===== src/rtl/hazard_ctrl_if.sv =====
// Bundle between the ID/EX decode signals, fetch logic and the hazard controller.
interface hazard_ctrl_if;
    logic [4:0] id_rs1;
    logic [4:0] id_rs2;
    logic       id_uses_rs1;
    logic       id_uses_rs2;
    logic [4:0] ex_rd;
    logic       ex_mem_read;
    logic       ex_branch_taken;
    logic       ex_jump;
    logic       dmem_busy;

    logic       pc_write;
    logic       beq_pc_sel;
    logic       jump_pc_sel;
    logic       if_id_write;
    logic       if_id_flush;
    logic       id_ex_flush;
    logic       mem_timeout;
    logic [1:0] state;

    // Pipeline side: drives decode/memory status, consumes controls.
    modport master (
        output id_rs1, id_rs2, id_uses_rs1, id_uses_rs2, ex_rd,
               ex_mem_read, ex_branch_taken, ex_jump, dmem_busy,
        input  pc_write, beq_pc_sel, jump_pc_sel, if_id_write,
               if_id_flush, id_ex_flush, mem_timeout, state
    );

    // Controller side.
    modport slave (
        input  id_rs1, id_rs2, id_uses_rs1, id_uses_rs2, ex_rd,
               ex_mem_read, ex_branch_taken, ex_jump, dmem_busy,
        output pc_write, beq_pc_sel, jump_pc_sel, if_id_write,
               if_id_flush, id_ex_flush, mem_timeout, state
    );
endinterface


===== src/rtl/hazard_ctrl.sv =====
// Load-use / memory-wait / redirect-flush controller for the 5-stage core.
// Define HAZARD_PERF_CNT_EN to add load-use stall and redirect counters.
module hazard_ctrl #(
    parameter int unsigned FLUSH_DEPTH  = 1,
    parameter int unsigned MEM_WAIT_MAX = 15
) (
    input  logic          clk,
    input  logic          reset,
    hazard_ctrl_if.slave  hz
`ifdef HAZARD_PERF_CNT_EN
    ,
    output logic [31:0]   lu_stall_cnt,
    output logic [31:0]   redirect_cnt
`endif
);

    localparam int unsigned WAIT_W = (MEM_WAIT_MAX < 1) ? 1 : $clog2(MEM_WAIT_MAX + 1);
    localparam logic [WAIT_W-1:0] WAIT_MAX   = WAIT_W'(MEM_WAIT_MAX);
    localparam logic [2:0]        FLUSH_INIT = 3'(FLUSH_DEPTH);

    typedef enum logic [1:0] {
        ST_RUN      = 2'd0,
        ST_FLUSH    = 2'd1,
        ST_MEM_WAIT = 2'd2
    } state_e;

    state_e            state_q, state_d;
    state_e            ret_state_q, ret_state_d;
    logic [2:0]        flush_cnt_q, flush_cnt_d;
    logic [WAIT_W-1:0] wait_cnt_q, wait_cnt_d;
    logic              mem_timeout_q, mem_timeout_d;

    logic   redirect;
    logic   load_use;
    logic   resume;
    state_e eval_state;

    logic pc_write_c, beq_pc_sel_c, jump_pc_sel_c;
    logic if_id_write_c, if_id_flush_c, id_ex_flush_c;

    assign redirect = hz.ex_branch_taken | hz.ex_jump;
    assign load_use = hz.ex_mem_read && (hz.ex_rd != 5'd0) &&
                      ((hz.id_uses_rs1 && (hz.id_rs1 == hz.ex_rd)) ||
                       (hz.id_uses_rs2 && (hz.id_rs2 == hz.ex_rd)));

    // Leaving MEM_WAIT: behave exactly as the interrupted state would this cycle.
    assign resume     = (state_q == ST_MEM_WAIT) && !hz.dmem_busy;
    assign eval_state = resume ? ret_state_q : state_q;

    // State register
    always_ff @(posedge clk) begin
        state_q       <= state_d;
        ret_state_q   <= ret_state_d;
        flush_cnt_q   <= flush_cnt_d;
        wait_cnt_q    <= wait_cnt_d;
        mem_timeout_q <= mem_timeout_d;
    end

    // Next-state logic
    always_comb begin
        state_d       = state_q;
        ret_state_d   = ret_state_q;
        flush_cnt_d   = flush_cnt_q;
        wait_cnt_d    = resume ? '0 : wait_cnt_q;
        mem_timeout_d = mem_timeout_q;

        if (reset) begin
            state_d       = ST_RUN;
            ret_state_d   = ST_RUN;
            flush_cnt_d   = 3'd0;
            wait_cnt_d    = '0;
            mem_timeout_d = 1'b0;
        end else begin
            unique case (eval_state)
                ST_RUN: begin
                    state_d = ST_RUN;
                    if (hz.dmem_busy) begin
                        ret_state_d = ST_RUN;
                        state_d     = ST_MEM_WAIT;
                        wait_cnt_d  = WAIT_W'(1);
                    end else if (redirect && (FLUSH_DEPTH > 0)) begin
                        state_d     = ST_FLUSH;
                        flush_cnt_d = FLUSH_INIT;
                    end
                end
                ST_FLUSH: begin
                    if (hz.dmem_busy) begin
                        ret_state_d = ST_FLUSH;
                        state_d     = ST_MEM_WAIT;
                        wait_cnt_d  = WAIT_W'(1);
                    end else if (flush_cnt_q <= 3'd1) begin
                        state_d     = ST_RUN;
                        flush_cnt_d = 3'd0;
                    end else begin
                        state_d     = ST_FLUSH;
                        flush_cnt_d = flush_cnt_q - 3'd1;
                    end
                end
                ST_MEM_WAIT: begin
                    wait_cnt_d = (wait_cnt_q == WAIT_MAX) ? WAIT_MAX : wait_cnt_q + WAIT_W'(1);
                end
                default: state_d = ST_RUN;
            endcase

            if ((state_d == ST_MEM_WAIT) && (wait_cnt_d == WAIT_MAX))
                mem_timeout_d = 1'b1;
        end
    end

    // Output logic
    always_comb begin
        pc_write_c    = 1'b0;
        beq_pc_sel_c  = 1'b0;
        jump_pc_sel_c = 1'b0;
        if_id_write_c = 1'b0;
        if_id_flush_c = 1'b0;
        id_ex_flush_c = 1'b0;

        if (reset) begin
            if_id_flush_c = 1'b1;
            id_ex_flush_c = 1'b1;
        end else begin
            unique case (eval_state)
                ST_RUN: begin
                    if (hz.dmem_busy) begin
                        pc_write_c = 1'b0;
                    end else if (redirect) begin
                        // ID holds a wrong-path instruction, so any load-use match is moot.
                        pc_write_c    = 1'b1;
                        if_id_write_c = 1'b1;
                        beq_pc_sel_c  = hz.ex_branch_taken;
                        jump_pc_sel_c = hz.ex_jump & ~hz.ex_branch_taken;
                        if_id_flush_c = 1'b1;
                        id_ex_flush_c = 1'b1;
                    end else if (load_use) begin
                        id_ex_flush_c = 1'b1;
                    end else begin
                        pc_write_c    = 1'b1;
                        if_id_write_c = 1'b1;
                    end
                end
                ST_FLUSH: begin
                    if (!hz.dmem_busy) begin
                        pc_write_c    = 1'b1;
                        if_id_write_c = 1'b1;
                        if_id_flush_c = 1'b1;
                        id_ex_flush_c = 1'b1;
                    end
                end
                ST_MEM_WAIT: pc_write_c = 1'b0;
                default: begin
                    if_id_flush_c = 1'b1;
                    id_ex_flush_c = 1'b1;
                end
            endcase
        end
    end

    assign hz.pc_write    = pc_write_c;
    assign hz.beq_pc_sel  = beq_pc_sel_c;
    assign hz.jump_pc_sel = jump_pc_sel_c;
    assign hz.if_id_write = if_id_write_c;
    assign hz.if_id_flush = if_id_flush_c;
    assign hz.id_ex_flush = id_ex_flush_c;
    assign hz.mem_timeout = mem_timeout_q;
    assign hz.state       = state_q;

`ifdef HAZARD_PERF_CNT_EN
    logic lu_stall_inc;
    logic redirect_inc;

    assign lu_stall_inc = !reset && (eval_state == ST_RUN) && !hz.dmem_busy && !redirect && load_use;
    assign redirect_inc = !reset && (eval_state == ST_RUN) && !hz.dmem_busy && redirect;

    // Free-running event counters, wrap naturally at 2^32.
    always_ff @(posedge clk) begin
        if (reset) begin
            lu_stall_cnt <= 32'd0;
            redirect_cnt <= 32'd0;
        end else begin
            lu_stall_cnt <= lu_stall_cnt + 32'(lu_stall_inc);
            redirect_cnt <= redirect_cnt + 32'(redirect_inc);
        end
    end
`endif

endmodule

===== src/flat_wrapper.sv =====
// flat-port wrapper written by rule: the top's interface ports become plain ports
module hazard_ctrl_flat 
#(
    parameter int unsigned FLUSH_DEPTH  = 1,
    parameter int unsigned MEM_WAIT_MAX = 15
)
  (clk, reset, hz_id_rs1, hz_id_rs2, hz_id_uses_rs1, hz_id_uses_rs2, hz_ex_rd, hz_ex_mem_read, hz_ex_branch_taken, hz_ex_jump, hz_dmem_busy, hz_pc_write, hz_beq_pc_sel, hz_jump_pc_sel, hz_if_id_write, hz_if_id_flush, hz_id_ex_flush, hz_mem_timeout, hz_state);
  hazard_ctrl_if hz_i ();
  input  logic clk;
  input  logic reset;
  input wire logic [$bits(hz_i.id_rs1)-1:0] hz_id_rs1;
  input wire logic [$bits(hz_i.id_rs2)-1:0] hz_id_rs2;
  input wire logic [$bits(hz_i.id_uses_rs1)-1:0] hz_id_uses_rs1;
  input wire logic [$bits(hz_i.id_uses_rs2)-1:0] hz_id_uses_rs2;
  input wire logic [$bits(hz_i.ex_rd)-1:0] hz_ex_rd;
  input wire logic [$bits(hz_i.ex_mem_read)-1:0] hz_ex_mem_read;
  input wire logic [$bits(hz_i.ex_branch_taken)-1:0] hz_ex_branch_taken;
  input wire logic [$bits(hz_i.ex_jump)-1:0] hz_ex_jump;
  input wire logic [$bits(hz_i.dmem_busy)-1:0] hz_dmem_busy;
  output wire logic [$bits(hz_i.pc_write)-1:0] hz_pc_write;
  output wire logic [$bits(hz_i.beq_pc_sel)-1:0] hz_beq_pc_sel;
  output wire logic [$bits(hz_i.jump_pc_sel)-1:0] hz_jump_pc_sel;
  output wire logic [$bits(hz_i.if_id_write)-1:0] hz_if_id_write;
  output wire logic [$bits(hz_i.if_id_flush)-1:0] hz_if_id_flush;
  output wire logic [$bits(hz_i.id_ex_flush)-1:0] hz_id_ex_flush;
  output wire logic [$bits(hz_i.mem_timeout)-1:0] hz_mem_timeout;
  output wire logic [$bits(hz_i.state)-1:0] hz_state;
  assign hz_i.id_rs1 = hz_id_rs1;
  assign hz_i.id_rs2 = hz_id_rs2;
  assign hz_i.id_uses_rs1 = hz_id_uses_rs1;
  assign hz_i.id_uses_rs2 = hz_id_uses_rs2;
  assign hz_i.ex_rd = hz_ex_rd;
  assign hz_i.ex_mem_read = hz_ex_mem_read;
  assign hz_i.ex_branch_taken = hz_ex_branch_taken;
  assign hz_i.ex_jump = hz_ex_jump;
  assign hz_i.dmem_busy = hz_dmem_busy;
  assign hz_pc_write = hz_i.pc_write;
  assign hz_beq_pc_sel = hz_i.beq_pc_sel;
  assign hz_jump_pc_sel = hz_i.jump_pc_sel;
  assign hz_if_id_write = hz_i.if_id_write;
  assign hz_if_id_flush = hz_i.if_id_flush;
  assign hz_id_ex_flush = hz_i.id_ex_flush;
  assign hz_mem_timeout = hz_i.mem_timeout;
  assign hz_state = hz_i.state;
  hazard_ctrl #(.FLUSH_DEPTH(FLUSH_DEPTH), .MEM_WAIT_MAX(MEM_WAIT_MAX)) u_core (.clk(clk), .reset(reset), .hz(hz_i));
endmodule

===== config.mk =====
export PLATFORM = sky130hd
export DESIGN_NAME = hazard_ctrl_flat
export DESIGN_NICKNAME = d
export VERILOG_FILES = /design/src/rtl/hazard_ctrl_if.sv /design/src/rtl/hazard_ctrl.sv /design/src/flat_wrapper.sv
export SDC_FILE = /design/constraint.sdc
export NUM_CORES = 1
export LEC_CHECK = 0
export ABC_AREA = 1
export CAP_MARGIN = 40
export CELL_PAD_IN_SITES_DETAIL_PLACEMENT = 0
export CELL_PAD_IN_SITES_GLOBAL_PLACEMENT = 1
export CORE_MARGIN = 5
export CORE_UTILIZATION = 29
export CTS_CLUSTER_DIAMETER = 30
export CTS_CLUSTER_SIZE = 14
export DETAILED_ROUTE_END_ITERATION = 12
export GPL_TIMING_DRIVEN = 0
export PLACE_DENSITY = 0.81
export SETUP_SLACK_MARGIN = 0.5
export SYNTH_ARGS = -nofsm -noshare
export SYNTH_HDL_FRONTEND = slang
export SYNTH_SLANG_ARGS = --single-unit

===== constraint.sdc =====
create_clock -name clk -period 1.4 [get_ports clk]
set_input_delay 0.28 -clock clk [delete_from_list [all_inputs] [get_ports clk]]
set_output_delay 0.28 -clock clk [all_outputs]
set_load 0.005 [all_outputs]

## Yosys cells after proc, flatten, opt, wreduce, memory -nomap -nowiden

Cells that the tools add are included.

- Register bits after elaboration: 12
- Output and inout port bits: 9
- Word-level logic and storage cells: 81

- $add $sub $neg: 2
- $lt $le $gt $ge: 1
- Equality and inequality tests: 13
- Muxes and demuxes: 43
- Bitwise operators: 3
- Reductions and logical operators: 14

Operators with widths:

| operator | number |
|---|---|
| two-way mux 1 bit | 22 |
| two-way mux 4 bit | 4 |
| two-way mux 2 bit | 6 |
| two-way mux 3 bit | 4 |
| equality test 5 bit | 2 |
| equality test 4 bit (second input constant) | 2 |
| != test 2 bit (second input constant) | 4 |
| one-hot mux 4 bit (2 select lines) | 1 |
| equality test 2 bit (second input constant) | 3 |
| logical AND 1 bit | 6 |
| one-hot mux 1 bit (3 select lines) | 2 |
| one-hot mux 2 bit (3 select lines) | 1 |
| one-hot mux 3 bit (2 select lines) | 1 |
| nonzero test 5 bit | 1 |
| adder 4 x 1 -> 4 bit (second input constant) | 1 |
| one-hot mux 2 bit (2 select lines) | 1 |
| AND reduction 4 bit | 1 |
| less-or-equal comparator 3 x 1 -> 1 bit (second input constant) | 1 |
| AND reduction 3 bit | 1 |
| subtractor 3 x 1 -> 3 bit (second input constant) | 1 |
| equality test 2 x 1 -> 1 bit (second input constant) | 1 |
| logical NOT 2 bit | 1 |
| != test 2 x 1 -> 1 bit (second input constant) | 1 |
| one-hot mux 1 bit (2 select lines) | 1 |
| other kinds (7) | 7 |

## Depth between registers and ports, before layout

Gate-level depths: netlist of run 1.

- Word-level depth: 9
- Mapped depth: 10

## Worst setup path after synthesis of run 1

No wires, ideal clock.

- Path type: reg-to-output
- From: register u_core.state_q[1], in the netlist u_core.hz.state[1]
- To: output hz_pc_write
- Data arrival time: 1042 ps
- Setup slack: 78 ps
- Cell stages (with the launch flop): 8
- Buffers on the path: 1
- Cell sequence: dfxtp_1 > nand3_2 > nand2_4 > inv_2 > nand2_2 > o21bai_1 > inv_1 > buf_4

- Longest elaborated chain between the ends: 6
- Elaborated cells on any way between the ends: 7
- Classes of those cells: eq/ne (2); mux (3); reduce/logical (2)

Ends and longest elaborated chain:

| what | line | text |
|---|---|---|
| from (decl) | hazard_ctrl.sv:27 | `state_e state_q, state_d;` |
| from (signal assigned) | hazard_ctrl.sv:52 | `state_q <= state_d;` |
| equality test 2 bit | hazard_ctrl.sv:47 | `assign resume = (state_q == ST_MEM_WAIT) && !hz.dmem_busy;` |
| logical AND 1 bit | hazard_ctrl.sv:47 |  |
| two-way mux 2 bit * | hazard_ctrl.sv:48 | `assign eval_state = resume ? ret_state_q : state_q;` |
| equality test 2 x 1 -> 1 bit / logical NOT 2 bit (equally long branches) | - |  |
| one-hot mux 1 bit (2 select lines) * | - |  |
| two-way mux 1 bit * | - |  |
| to (decl) | flat_wrapper.sv:20 | `output wire logic [$bits(hz_i.pc_write)-1:0] hz_pc_write;` |

Every way passes the cells marked *; elsewhere a longest branch is shown, timed or not.

## Worst setup path after layout of run 1

- From: input hz_dmem_busy
- To: output hz_id_ex_flush

- Longest elaborated chain between the ends: 6
- Elaborated cells on any way between the ends: 10
- Classes of those cells: eq/ne (2); mux (5); reduce/logical (3)

Ends and longest elaborated chain:

| what | line | text |
|---|---|---|
| from (decl) | flat_wrapper.sv:19 | `input wire logic [$bits(hz_i.dmem_busy)-1:0] hz_dmem_busy;` |
| logical NOT 1 bit | hazard_ctrl.sv:47 |  |
| logical AND 1 bit | hazard_ctrl.sv:47 |  |
| two-way mux 2 bit | hazard_ctrl.sv:48 |  |
| equality test 2 bit, or another cell as far along | hazard_ctrl.sv:123 | `unique case (eval_state)` |
| one-hot mux 1 bit (3 select lines) * | hazard_ctrl.sv:123 |  |
| two-way mux 1 bit * | hazard_ctrl.sv:119 | `if (reset) begin` |
| to (decl) | flat_wrapper.sv:25 | `output wire logic [$bits(hz_i.id_ex_flush)-1:0] hz_id_ex_flush;` |

Marked as above.

==> results of run 1 <==
==> synthesized netlist by cell type, drive strengths merged <==
cell and instances:
nand2 54, inv 27, nor2 23, dfxtp 11
nand3 11, a21oi 7, o21ai 6, ha 3
nor3 3, a211oi 2, a32oi 2, xnor2 2
a21boi 1, buf 1, clkbuf 1, nand4 1
nor4 1, o21bai 1
==> registers in the layout, indices dropped and copies added, names as in the netlist <==
name / count
u_core.ret_state_q: 1
u_core.flush_cnt_q: 3
u_core.hz.mem_timeout: 1
u_core.hz.state: 2
u_core.wait_cnt_q: 4
==> how the worst max path moves through the flow <==
stage	endpoint	slack [ns]
2_1_floorplan	hz_pc_write	0.16
3_3_place_gp	hz_pc_write	-1.07
3_5_place_dp	hz_pc_write	-1.04
4_1_cts	hz_pc_write	-0.18
5_1_grt	hz_id_ex_flush	-0.34
6_report	hz_id_ex_flush	-0.24
==> power groups by stage <==
stage	registers [W]	clock network, W	logic [W]
final	0.000350	0.000212	0.000404
after global routing	0.000352	0.000255	0.000442
after CTS	0.000349	0.000218	0.000365
after detailed placement	0.000356	0	0.000311
after global placement	0.000355	0	0.000306
after floorplan	0.000352	0	0.000174
==> routing by layer <==
layer,share of wire,vias to the layer above,GRT usage
li1,-,608,-
met5,0,-,0
met4,0.0048,0,0.0203
met3,0.037,2,0.0323
met1,0.43,514,0.165
met2,0.52,19,0.258
==> worst reg2reg max path, cell delays in order, from the launching register on <==
cell and delay (ns):
dfxtp_4 0.38, nand3_4 0.07, nand2_4 0.08, inv_2 0.04, nand2_2 0.06, buf_4 0.11, nand3_4 0.07, buf_4 0.14
buf_6 0.12, inv_4 0.06, nand2_1 0.06, a21oi_2 0.11
==> kinds of logic (layout without fill, tap and decap cells) <==
logic type,count (synthesis),after routing,synth area share
AO/OA/AOI/OAI,19,19,0.126
adder cells (fa/ha/maj),3,3,0.0408
flip-flops,11,11,0.239
buffers and inverters,29,87,0.122
AND/OR/NAND/NOR,93,93,0.452
XOR/XNOR,2,2,0.0190
==> cell type report <==
class                      instances  area, um^2  area share
multi-input combinational        117         773       0.453
timing repair buffer              54         444       0.260
sequential                        11         240       0.141
inverter                          27         144      0.0842
tap                               44        55.1      0.0322
clock buffer                       4        26.3      0.0154
buffer                             2        25.0      0.0147
==> cells in the final DEF, fill, tap and decap left out, drive strengths merged <==
master | netlist | routed
o21bai | 1 | 1
buf | 1 | 46
a32oi | 2 | 2
clkbuf | 1 | 7
a211oi | 2 | 2
o21ai | 6 | 6
a21boi | 1 | 1
inv | 27 | 27
dfxtp | 11 | 11
nand2 | 54 | 54
ha | 3 | 3
dlygate4sd2 | 0 | 6
nand3 | 11 | 11
xnor2 | 2 | 2
clkdlybuf4s15 | 0 | 1
nor2 | 23 | 23
nand4 | 1 | 1
nor4 | 1 | 1
a21oi | 7 | 7
nor3 | 3 | 3
==> repair_timing <==
item / in CTS / in global routing
resized for setup: 141 / 24
pin swaps: 42 / 10
setup endpoints to repair: 20 / 20
gates cloned: 0 / 0
setup buffers: 20 / 3
==> through the flow <==
stage | instance area (um^2) | setup slack [ns] | util | TNS [ns]
after floorplan | 1050 | 0.158 | - | 0
after global placement | 1410 | -1.07 | 0.462 | -8.93
after detailed placement | 1410 | -1.04 | 0.462 | -9.02
after CTS | 1600 | -0.184 | 0.525 | -0.806
after global routing | 1710 | -0.338 | 0.559 | -1.44
final | 1710 | -0.241 | 0.559 | -0.883
==> results_dict.tcl, run 1 <==
set metrics [dict create \
    syn_inst 157 \
    p_sw_frac 0.341 \
    io_pins 32 \
    gp_congestion 0.796 \
    critical_path_class "input pin to output pin" \
    setup_viol 6 \
    design_power_total_w 0.000965 \
    worstSetupEndpointType "output pin" \
    yosysSeqAreaShare 0.239 \
    critPathTopFamily "buffers and inverters" \
    cp_max_fo 7 \
    finish.net_count 242 \
    clock_power_share 0.219 \
    route.detailed.wl_per_inst_um 11.2 \
    setup_slack_ns -0.241 \
    power_switching_w 0.000329 \
    postCtsHoldBufs 0 \
    drt_iter0_markers 59 \
    cp_data_arrival_time_ns 1.36 \
    worstPathRequired_ns 1.12 \
    ys_types 26 \
    combPwrFrac 0.418 \
    avgSynthCellArea_um2 5.87 \
    cp_slowest_stage_delay_ns 0.25 \
    tightest_slew_ns 0.218 \
    r2r_end "u_core.flush_cnt_q[0]$_SDFFE_PP0P_" \
    core_mm2 0.00305 \
    hp-start "hz_dmem_busy" \
    synth_seq_cells 11 \
    cp_num_cells 7 \
    grt_pass1_wl_mm 4.84 \
    holdPathEnd "u_core.hz.state[1]$_SDFF_PP0_" \
    syn-cell-area_um2 921 \
    cts.sinks 11 \
    r2r-start "u_core.hz.state[1]$_SDFF_PP0_" \
    crit_start "hz_dmem_busy" \
    power_density_mw_per_mm2 565 \
    fin_cells 259 \
    slew-limit-headroom 0.854 \
    area_delta_synth_final_pct 85.5 \
    dp_hpwl_mm 2.04 \
    overflow 0 \
    finalHoldViolations 0 \
    yosys.area.top_type "dfxtp_1" \
    path_clk_slew_ns 0.07 \
    layout-drive-gt1-share 0.526 \
    initial_utilization 0.302 \
    first_pass_iters 4 \
    drv_cap 0 \
    die_area_mm2 0.00440 \
    htreeDepth 1 \
    max_freq_mhz 609 \
    leakage_nw 0.834 \
    hold_depth 3 \
    violations "negative setup slack" \
    vias 1143 \
    numPortBuffers 31 \
    num_antenna_cells 0 \
    worstRegToRegCells 11 \
    start_kind "input pin" \
    hold_class "input pin to flip-flop" \
    grt_antenna_before_repair 0 \
    status "finished with violations" \
    clockBufferDepth 2 \
    path_buf_inv 5 \
    viasPerCell 4.41 \
    wl_mm 2.90 \
    synth_nets 183 \
    path_cells "buf_2 > inv_2 > buf_4 > buf_4 > a211oi_2 > nand2_1 > buf_2" \
    die_y_um 66.4 \
    synth_top_area_frac 0.239 \
    netlist_top_cells_area "dfxtp_1 (24%), nand2_1 (20%), inv_1 (9.8%), nor2_1 (9.0%), nand3_1 (4.3%)" \
    cts_root_buffer "clkbuf_4" \
    die_w_um 66.4 \
    antenna_left 0 \
    numPlacedInstances 232 \
    fill_cells 306 \
    std_cell_rows 20 \
    clk_latency_ns 0.26 \
    period_minus_slack_ns 1.64 \
    track_usage 0.140 \
    period_share 1.17 \
    peakVddDrop_uv 456 \
    drc 0 \
    cp_slowest_cell "a211oi_2" \
    rrSetupSlack_ns 0.04 \
    whs_ns 0.374 \
    cts_tree "yes" \
    grt_max_degree 8 \
    grt_pass1_vias 1144 \
    slew_violations 0 \
    power.internal_w 0.000636 \
    clock_skew_ns 0.00445 \
    cts_buffers 3 \
    power_frac_seq 0.363 \
    synth_warnings 0 \
    rsz0062_at_grt "true" \
]
No activity file was read; power rests on OpenSTA's default activity.
==> run 2, diff against run 1 <==
--- a/config.mk
+++ b/config.mk
@@ -11,11 +11,13 @@
 export CELL_PAD_IN_SITES_GLOBAL_PLACEMENT = 1
 export CORE_MARGIN = 5
 export CORE_UTILIZATION = 29
-export CTS_CLUSTER_DIAMETER = 30
+export CTS_CLUSTER_DIAMETER = 120
 export CTS_CLUSTER_SIZE = 14
 export DETAILED_ROUTE_END_ITERATION = 12
 export GPL_TIMING_DRIVEN = 0
+export HOLD_SLACK_MARGIN = 0.03
 export PLACE_DENSITY = 0.81
+export REMOVE_ABC_BUFFERS = 1
 export SETUP_SLACK_MARGIN = 0.5
 export SYNTH_ARGS = -nofsm -noshare
 export SYNTH_HDL_FRONTEND = slang
==> run 2 against run 1 <==
Compared with the run above:
- the flow still finishes with violations (negative setup slack)
- largest cell class unchanged
- combinational power decreased by 23%
- fmax rose by 3.8%
- final cell count decreased by 5.4%
- worst setup slack better by 0.060 ns
==> results_dict.tcl, run 2 (same netlist as run 1, synthesis figures left out) <==
set metrics [dict create \
    critPathTopFamily "flip-flops" \
    dp_worst_setup_slack_ns -1.06 \
    grt_pass1_wl_mm 4.42 \
    viasPerCell 4.51 \
    cp_slowest_stage_delay_ns 0.39 \
    cp_slowest_cell "dfxtp_4" \
    setup_slack_ns -0.181 \
    final_area_mm2 0.00143 \
    drt_iter0_markers 89 \
    cp_data_arrival_time_ns 1.30 \
    period_minus_slack_ns 1.58 \
    core_mm2 0.00305 \
    die_y_um 66.4 \
    violations "negative setup slack" \
    vias 1105 \
    cts.sinks 11 \
    io_pins 32 \
    clockBufferDepth 2 \
    path_cells "nand3_4 > nand2_4 > buf_6 > a211oi_2 > nand2_1 > buf_2" \
    die_area_mm2 0.00440 \
    cts_root_buffer "clkbuf_4" \
    area_delta_synth_final_pct 55.0 \
    finalHoldViolations 0 \
    regArea_um2 233 \
    std_cell_rows 20 \
    status "finished with violations" \
    critical_path_class "flip-flop to output pin" \
    regMostFlops "u_core.wait_cnt_q" \
    power_density_mw_per_mm2 615 \
    combPwrFrac 0.353 \
    track_usage 0.126 \
    start_kind "flip-flop" \
    first_pass_iters 5 \
    setup_viol 7 \
    hold_class "input pin to flip-flop" \
    largest_reg_flops 4 \
    num_antenna_cells 0 \
    leakage_nw 0.731 \
    drc 0 \
    final_cell_mix "nand2_1 (46), inv_1 (19), nor2_1 (18)" \
    clk_latency_ns 0.27 \
    slew-limit-headroom 0.795 \
    wl_mm 2.69 \
    max_freq_mhz 633 \
    initial_utilization 0.302 \
    cts_buffers 3 \
    fill_cells 348 \
    cp_max_fo 7 \
    power.internal_w 0.000581 \
    gp_congestion 0.810 \
    final_common_cell "nand2_1" \
    peakVddDrop_uv 432 \
    slew_violations 0 \
    clock_skew_ns 0.00255 \
    path_clk_slew_ns 0.07 \
    p_sw_frac 0.338 \
    route.detailed.wl_per_inst_um 11.0 \
    finish.net_count 228 \
    worstSetupEndpointType "output pin" \
    grt_antenna_before_repair 0 \
    postCtsHoldBufs 0 \
    dp_hpwl_mm 1.99 \
    worstPathRequired_ns 1.12 \
    rsz0062_at_grt "true" \
    antenna_left 0 \
    path_buf_inv 2 \
    drv_cap 0 \
    overflow 0 \
    place_area_mm2 0.00127 \
    multiInputGateArea_um2 681 \
    tightest_slew_ns 0.308 \
    htreeDepth 1 \
    period_share 1.13 \
    power_switching_w 0.000297 \
    grt_max_degree 12 \
    grt_pass1_vias 1021 \
    power_frac_seq 0.395 \
    cts_tree "yes" \
    die_w_um 66.4 \
    numPortBuffers 31 \
    layout-drive-gt1-share 0.363 \
    clock_power_share 0.252 \
]
run 2: routing by layer:
layer | vias to the layer above | GRT usage | wire length (um)
li1 | 581 | - | -
met1 | 500 | 0.151 | 1190
met2 | 22 | 0.228 | 1360
met4 | 0 | 0.0152 | 17
met5 | - | 0 | 0
met3 | 2 | 0.0340 | 131
run 2: tightest hold or removal path, cell delays in order:
cell	delay, ns
buf_2	0.18
nor3_1	0.08
nor2_1	0.08
nor2_1	0.04
run 2: path summary, 6_finish.rpt:
kind / start / end / slack [ns] / cells after the start
max: u_core.hz.state[1]$_SDFF_PP0_ / hz_id_ex_flush / -0.18 / 6
min: hz_dmem_busy / u_core.hz.state[0]$_SDFF_PP0_ / 0.42 / 4
max reg2reg: u_core.hz.state[1]$_SDFF_PP0_ / u_core.hz.mem_timeout$_SDFFE_PP0P_ / -0.02 / 9
min reg2reg: u_core.hz.mem_timeout$_SDFFE_PP0P_ / u_core.hz.mem_timeout$_SDFFE_PP0P_ / 0.48 / 2
run 2: layout make-up:
type / instances / area share
Multi-Input combinational cell: 117 / 0.477
Clock buffer: 4 / 0.0184
Inverter: 27 / 0.0745
Timing Repair Buffer: 42 / 0.229
Tap cell: 44 / 0.0386
Sequential cell: 11 / 0.163
run 2: power by group through the flow:
stage	Combinational [W]	Clock [W]	Sequential, W
floorplan	0.000142	0	0.000347
global placement	0.000266	0	0.000350
detailed placement	0.000270	0	0.000350
CTS	0.000303	0.000228	0.000344
global route	0.000349	0.000250	0.000349
finish	0.000310	0.000221	0.000347
run 2: metrics by stage:
step / cells / setup TNS [ns] / utilization / power (W) / hold slack [ns]
floorplan: 155 / 0 / - / 0.000489 / 0.349
global placement: 230 / -8.22 / 0.418 / 0.000616 / 0.435
detailed placement: 230 / -8.56 / 0.418 / 0.000620 / 0.466
CTS: 245 / -1.17 / 0.463 / 0.000875 / 0.412
global route: 245 / -1.27 / 0.468 / 0.000948 / 0.445
finish: 245 / -0.635 / 0.468 / 0.000878 / 0.424
run 2: what timing repair did:
action                                  CTS  global route
endpoints found under the setup margin   20            19
gates resized for setup                 111            27
setup buffers                            11             0
pin swaps                                26            22
==> run 3, diff against run 2 <==
--- a/config.mk
+++ b/config.mk
@@ -12,7 +12,7 @@
 export CORE_MARGIN = 5
 export CORE_UTILIZATION = 29
 export CTS_CLUSTER_DIAMETER = 120
-export CTS_CLUSTER_SIZE = 14
+export CTS_CLUSTER_SIZE = 24
 export DETAILED_ROUTE_END_ITERATION = 12
 export GPL_TIMING_DRIVEN = 0
 export HOLD_SLACK_MARGIN = 0.03
==> results of run 3 <==
No change in the layout: final DEF, timing and power equal those of run 2.
